<file path="config.mk">
export PLATFORM = sky130hd
export DESIGN_NAME = fetch_stage
export DESIGN_NICKNAME = d
export VERILOG_FILES = /design/src/rtl/cpu_pkg.sv /design/src/rtl/ifid_reg.sv /design/src/rtl/fetch_stage.sv
export SDC_FILE = /design/constraint.sdc
export NUM_CORES = 1
export LEC_CHECK = 0
export ABC_AREA = 0
export CORE_AREA = 4 4 114 116
export CTS_CLUSTER_SIZE = 16
export DETAILED_ROUTE_END_ITERATION = 8
export DIE_AREA = 0 0 118 120
export PLACE_DENSITY = 0.8
export RECOVER_POWER = 25
export SKIP_LAST_GASP = 1
export SLEW_MARGIN = 0
export SYNTH_ARGS = -nofsm -noshare
export SYNTH_HDL_FRONTEND = slang
export SYNTH_HIERARCHICAL = 1
export SYNTH_SLANG_ARGS = --single-unit
export TNS_END_PERCENT = 20
</file>
<file path="constraint.sdc">
create_clock -name clk -period 2.8 [get_ports clk]
set_input_delay 0.56 -clock clk [delete_from_list [all_inputs] [get_ports clk]]
set_output_delay 0.56 -clock clk [all_outputs]
set_load 0.02 [all_outputs]
</file>
<file path="src/rtl/cpu_pkg.sv">
// ---------------------------------------------------------------------------
// cpu_pkg
// Shared definitions for the pipelined processor front end: datapath width,
// the bubble instruction, the default reset PC, the sequential PC step, the
// IF/ID pipeline register layout and the next-PC source selector.
// ---------------------------------------------------------------------------
package cpu_pkg;

   localparam int                XLEN             = 32;
   localparam logic [XLEN-1:0]   NOP_WORD         = 32'h0000_0000;
   localparam logic [XLEN-1:0]   DEFAULT_RESET_PC = 32'd100;
   localparam logic [XLEN-1:0]   PC_INC           = 32'd4;

   // Contents of the IF/ID pipeline register handed to decode.
   typedef struct packed {
      logic [XLEN-1:0] instr;
      logic [XLEN-1:0] pc4;
      logic            valid;
   } ifid_t;

   // Source of the next PC value, in decreasing priority order.
   typedef enum logic [1:0] {
      PC_SEL_BRANCH,
      PC_SEL_JUMP,
      PC_SEL_HOLD,
      PC_SEL_SEQ
   } pc_sel_e;

   // Pipeline bubble: the value IF/ID takes on reset or when squashed.
   function automatic ifid_t ifid_bubble();
      ifid_t b;
      b.instr = NOP_WORD;
      b.pc4   = '0;
      b.valid = 1'b0;
      return b;
   endfunction

endpackage : cpu_pkg

</file>
<file path="src/rtl/ifid_reg.sv">
// ---------------------------------------------------------------------------
// ifid_reg
// IF/ID pipeline register. Priority, highest first: reset, bubble, hold, load.
//
// Ports
//   clk        in   rising-edge clock
//   rst        in   synchronous active-high reset (loads a bubble)
//   i_bubble   in   squash: write a bubble (redirect or flush)
//   i_hold     in   stall: keep current contents
//   i_instr    in   fetched instruction word to capture
//   i_pc4      in   PC+4 of the fetched instruction
//   o_instr    out  registered instruction
//   o_pc4      out  registered PC+4
//   o_valid    out  1 = real instruction, 0 = bubble
// ---------------------------------------------------------------------------
module ifid_reg
   import cpu_pkg::*;
(
   input  logic            clk,
   input  logic            rst,
   input  logic            i_bubble,
   input  logic            i_hold,
   input  logic [XLEN-1:0] i_instr,
   input  logic [XLEN-1:0] i_pc4,
   output logic [XLEN-1:0] o_instr,
   output logic [XLEN-1:0] o_pc4,
   output logic            o_valid
);

   ifid_t r_ifid;

   // NOTE: sequential state uses non-blocking assignments so every register
   // samples its inputs from before the edge, independent of block ordering.
   always_ff @(posedge clk) begin
      if (rst || i_bubble) begin
         r_ifid <= ifid_bubble();
      end else if (!i_hold) begin
         r_ifid.instr <= i_instr;
         r_ifid.pc4   <= i_pc4;
         r_ifid.valid <= 1'b1;
      end
   end

   assign o_instr = r_ifid.instr;
   assign o_pc4   = r_ifid.pc4;
   assign o_valid = r_ifid.valid;

endmodule : ifid_reg

</file>
<file path="src/rtl/fetch_stage.sv">
// ---------------------------------------------------------------------------
// fetch_stage
// Instruction-fetch stage: holds the PC, presents it to the combinational
// big-endian instruction memory and captures the returned word into IF/ID.
// Applies stall, flush, taken-branch and jump redirects from later stages.
//
// Ports
//   clk            in   rising-edge clock
//   rst            in   synchronous active-high reset
//   stall          in   hold PC and IF/ID
//   flush          in   write a bubble into IF/ID (PC unaffected)
//   branch_taken   in   taken branch resolved in EX (beats jump: older)
//   branch_target  in   branch target byte address
//   jump           in   j/jal/jr resolved in ID
//   jump_target    in   jump target byte address
//   imem_addr      out  PC register, to instruction memory
//   imem_data      in   instruction word at imem_addr, same cycle
//   ifid_instr     out  registered instruction for decode
//   ifid_pc4       out  registered PC+4 of that instruction
//   ifid_valid     out  1 = real instruction, 0 = bubble
//   pc             out  PC register, for debug
// ---------------------------------------------------------------------------
module fetch_stage
   import cpu_pkg::*;
#(
   parameter logic [XLEN-1:0] RESET_PC = DEFAULT_RESET_PC
)(
   input  logic            clk,
   input  logic            rst,
   input  logic            stall,
   input  logic            flush,
   input  logic            branch_taken,
   input  logic [XLEN-1:0] branch_target,
   input  logic            jump,
   input  logic [XLEN-1:0] jump_target,
   output logic [XLEN-1:0] imem_addr,
   input  logic [XLEN-1:0] imem_data,
   output logic [XLEN-1:0] ifid_instr,
   output logic [XLEN-1:0] ifid_pc4,
   output logic            ifid_valid,
   output logic [XLEN-1:0] pc
);

   logic [XLEN-1:0] r_pc;
   logic [XLEN-1:0] w_pc_plus4;
   logic [XLEN-1:0] w_pc_next;
   pc_sel_e         w_pc_sel;
   logic            w_squash;

   // Wraps naturally modulo 2^32.
   assign w_pc_plus4 = r_pc + PC_INC;

   // Any redirect overrides a stall; the in-flight word is wrong-path.
   assign w_squash = branch_taken | jump | flush;

   // NOTE: combinational blocks assign a default first so no path leaves a
   // signal unassigned, which would otherwise infer a latch.
   always_comb begin
      w_pc_sel = PC_SEL_SEQ;
      if (branch_taken)   w_pc_sel = PC_SEL_BRANCH;
      else if (jump)      w_pc_sel = PC_SEL_JUMP;
      else if (stall)     w_pc_sel = PC_SEL_HOLD;
   end

   always_comb begin
      w_pc_next = w_pc_plus4;
      unique case (w_pc_sel)
         PC_SEL_BRANCH: w_pc_next = branch_target;
         PC_SEL_JUMP:   w_pc_next = jump_target;
         PC_SEL_HOLD:   w_pc_next = r_pc;
         PC_SEL_SEQ:    w_pc_next = w_pc_plus4;
         default:       w_pc_next = w_pc_plus4;
      endcase
   end

   always_ff @(posedge clk) begin
      if (rst) r_pc <= RESET_PC;
      else     r_pc <= w_pc_next;
   end

   assign imem_addr = r_pc;
   assign pc        = r_pc;

   ifid_reg u_ifid_reg (
      .clk      (clk),
      .rst      (rst),
      .i_bubble (w_squash),
      .i_hold   (stall),
      .i_instr  (imem_data),
      .i_pc4    (w_pc_plus4),
      .o_instr  (ifid_instr),
      .o_pc4    (ifid_pc4),
      .o_valid  (ifid_valid)
   );

endmodule : fetch_stage
</file>
==> flow_metrics.py <==
metrics = {
    "global_route": {
        "antenna_found_initial": 0,
        "grt_pass1_vias": 5049,
        "grt_max_degree": 47,
        "grt-ovfl-total": 0,
        "grt_first_pass_wirelength_um": 26800,
        "track_usage_pct": 23.6,
    },
    "critical_path": {
        "worstPathRequired_ns": 3.03,
        "crit_arrival_ns": 2.67,
        "critPathTopFamily": "simple AND/OR/NAND/NOR gates",
        "cp_num_buf_inv": 0,
        "crit_fanout": 8,
        "critical-path-slowest-cell": "or3_1",
        "path_class": "flip-flop to flip-flop",
        "reg2reg_slack_ns": 0.36,
        "critPathLaunchType": "flip-flop",
        "cp_cell_sequence": "ha_1 -> nand4_1 -> or3_1 -> nor3_1 -> xor2_1 -> mux2i_1 -> nor2_1",
        "cpPeakStageDelay_ns": 0.57,
        "crit_path_end_kind": "flip-flop",
    },
    "sta": {
        "rsz0062_at_grt": "no",
        "tightestPinTransition_ns": 0.593,
        "period_share_pct": 87.1,
        "setup_viol": 0,
        "fmax_mhz": 410,
        "period_minus_slack_ns": 2.44,
        "drv_slew": 0,
        "finalHoldViolCount": 0,
        "setup_tns_ns": 0,
        "maxSlewHeadroom_pct": 60.3,
        "skew_ns": 0.00765,
    },
    "place": {
        "gp_congestion": 0.889,
        "dpl.cell_count": 886,
        "hpwl_um": 13100,
        "portBuffers": 230,
    },
    "synth": {
        "muxShareOfSynthArea_pct": 13.4,
        "synth_seq_cells": 97,
        "ys.flop_type": "dfxtp_1",
        "yosysUniqueCellTypes": 54,
        "synth_area_per_cell_um2": 8.81,
        "ys_async_sr_fraction_pct": 0,
        "mappedNetlistNets": 663,
        "synth-simple-area-share_pct": 18.6,
        "synth_commonest_cells": "dfxtp_1, nor2_1, mux2i_1",
        "yosys_warnings": 6,
        "yosysTopAreaCell": "dfxtp_1",
        "synth_top_cell_area_share_pct": 39.3,
        "synthAdderAreaFrac_pct": 0.253,
        "syn_inst": 560,
        "ys_seq_area_share_pct": 39.3,
        "synth_area_leaders": "dfxtp_1, mux2i_1, nor2_1, buf_4, xnor2_1",
        "mappedNetlistArea_um2": 4940,
        "synth_compound_area_share_pct": 11.9,
        "yosysMostFrequentCell": "dfxtp_1",
        "synth_top_family_by_area": "simple AND/OR/NAND/NOR gates",
        "synth-xor-area-share_pct": 6.39,
        "synth_edf_count": 0,
    },
    "drt": {
        "wl_per_cell_um": 19.0,
        "avgViaCountPerCell": 5.47,
        "drcViolationCount": 0,
        "ant_nets": 0,
        "num_vias": 4931,
        "drt_iter0_drc": 379,
        "wl_um": 17100,
        "dr.pass1.iters": 5,
    },
    "floorplan": {
        "std_cell_rows": 40,
        "die_h_um": 120,
        "ios": 231,
        "die_w_um": 118,
        "dieArea_um2": 14200,
        "initial_core_util_pct": 41.4,
        "core_area_um2": 11900,
    },
    "clock_tree": {
        "clockBufferDepth": 2,
        "clkTransAtPathRegs_ns": 0.07,
        "insertion_delay_ns": 0.35,
        "cts_setup_buffers": 0,
        "post_cts_resized": 0,
        "cts-buffers-inserted": 9,
        "cts_root_buffer": "clkbuf_16",
        "cts_hold_buf": 0,
        "cts_max_level": 3,
        "cts.sinks": 97,
        "cts_tree": "built",
    },
    "layout": {
        "synthToLayoutAreaGrowth_pct": 49.5,
        "stdcell_count": 901,
        "nNetsFinal": 853,
        "final_util_pct": 62.0,
        "nFillCells": 1012,
        "drive_gt1_share_pct": 5.70,
        "antennaDiodeCount": 0,
    },
    "outcome": {
        "status": "completed",
    },
    "flow_run": {
        "drv_cap": 0,
    },
    "min_path": {
        "min_path_type": "flip-flop to flip-flop",
    },
    "power": {
        "power_density_nw_per_um2": 449,
        "power.total_uw": 3320,
        "leakagePower_uw": 0.00302,
        "vdd_drop_max_mv": 0.270,
    },
}
==> kinds of logic (layout without fill, tap and decap cells) <==
logic type                 after synthesis  count (layout)
adders and majority gates                1               1
muxes                                   66              66
DFF                                     97              97
AOI/OAI and AO/OA                       88              88
and+or+nand+nor                        190             190
xor gates and xnor gates                36              36
buffers and inverters                   82             276
==> flip-flops by register name, summed over array words and instances, names as in the netlist <==
register and flops:
u_ifid_reg/o_pc4 32, u_ifid_reg/o_valid 1, imem_addr 32, u_ifid_reg/o_instr 32
==> path summary, 6_finish.rpt <==
kind / from / to / cells past startpoint
min: u_ifid_reg/o_valid$_SDFFE_PP0N_ / u_ifid_reg/o_valid$_SDFFE_PP0N_ / 2
max: imem_addr[3]$_SDFFE_PP0P_ / u_ifid_reg/o_pc4[28]$_SDFFE_PP0N_ / 7
min reg2reg: u_ifid_reg/o_valid$_SDFFE_PP0N_ / u_ifid_reg/o_valid$_SDFFE_PP0N_ / 2
max reg2reg: imem_addr[3]$_SDFFE_PP0P_ / u_ifid_reg/o_pc4[28]$_SDFFE_PP0N_ / 7
==> routing by layer <==
metal,track usage [%],wire length [um],vias to the layer above
met5,0,0,-
li1,-,-,2312
met1,26.8,6710,2307
met3,7.73,1590,31
met2,41.0,8360,281
met4,9.60,432,0
==> worst register-to-register path: cells and delay by family (launching register included) <==
family	cells	cell delay [ns]
xor+xnor	1	0.12
fa+ha+maj	1	0.28
mux	1	0.14
simple gates	4	1.33
flops	1	0.45
==> where the power goes <==
part	internal [uW]	leakage, uW	switching [uW]
sequential	1420	0.000791	79.2
combinational	376	0.00210	331
clock	597	0.000126	510
==> final cells by class <==
type	instances	area (um^2)	share of cell area (%)
Tap cell	147	184	2.49
Clock inverter	3	18.8	0.254
Sequential cell	97	1940	26.3
Clock buffer	12	236	3.20
Multi-Input combinational cell	381	2490	33.7
Inverter	9	33.8	0.458
Timing Repair Buffer	252	2480	33.6
==> cell usage in the layout, fill, tap and decap left out, drive strengths merged, types with 4 or more instances in the layout <==
| cell | count |
|---|---|
| clkdlybuf4s50 | 176 |
| dfxtp | 97 |
| nor2 | 89 |
| mux2i | 66 |
| dlygate4sd3 | 53 |
| nand2 | 28 |
| xnor2 | 23 |
| a21oi | 23 |
| buf | 23 |
| o21ai | 17 |
| nand3 | 14 |
| nor3 | 14 |
| xor2 | 13 |
| clkbuf | 12 |
| nand4 | 10 |
| inv | 9 |
| o22ai | 9 |
| nor4 | 8 |
| and3 | 7 |
| a211oi | 7 |
| a221oi | 5 |
| nand2b | 4 |
| a22oi | 4 |
==> through the flow <==
step | setup WS (ns) | cell area [um^2] | hold WS (ns)
5_1_grt | 0.113 | 7380 | 0.487
2_1_floorplan | 0.646 | 4940 | 0.507
3_3_place_gp | 0.415 | 7130 | 0.436
6_report | 0.360 | 7380 | 0.446
4_1_cts | 0.448 | 7390 | 0.449
3_5_place_dp | 0.378 | 7130 | 0.439
(Power assumes the default switching activity.)
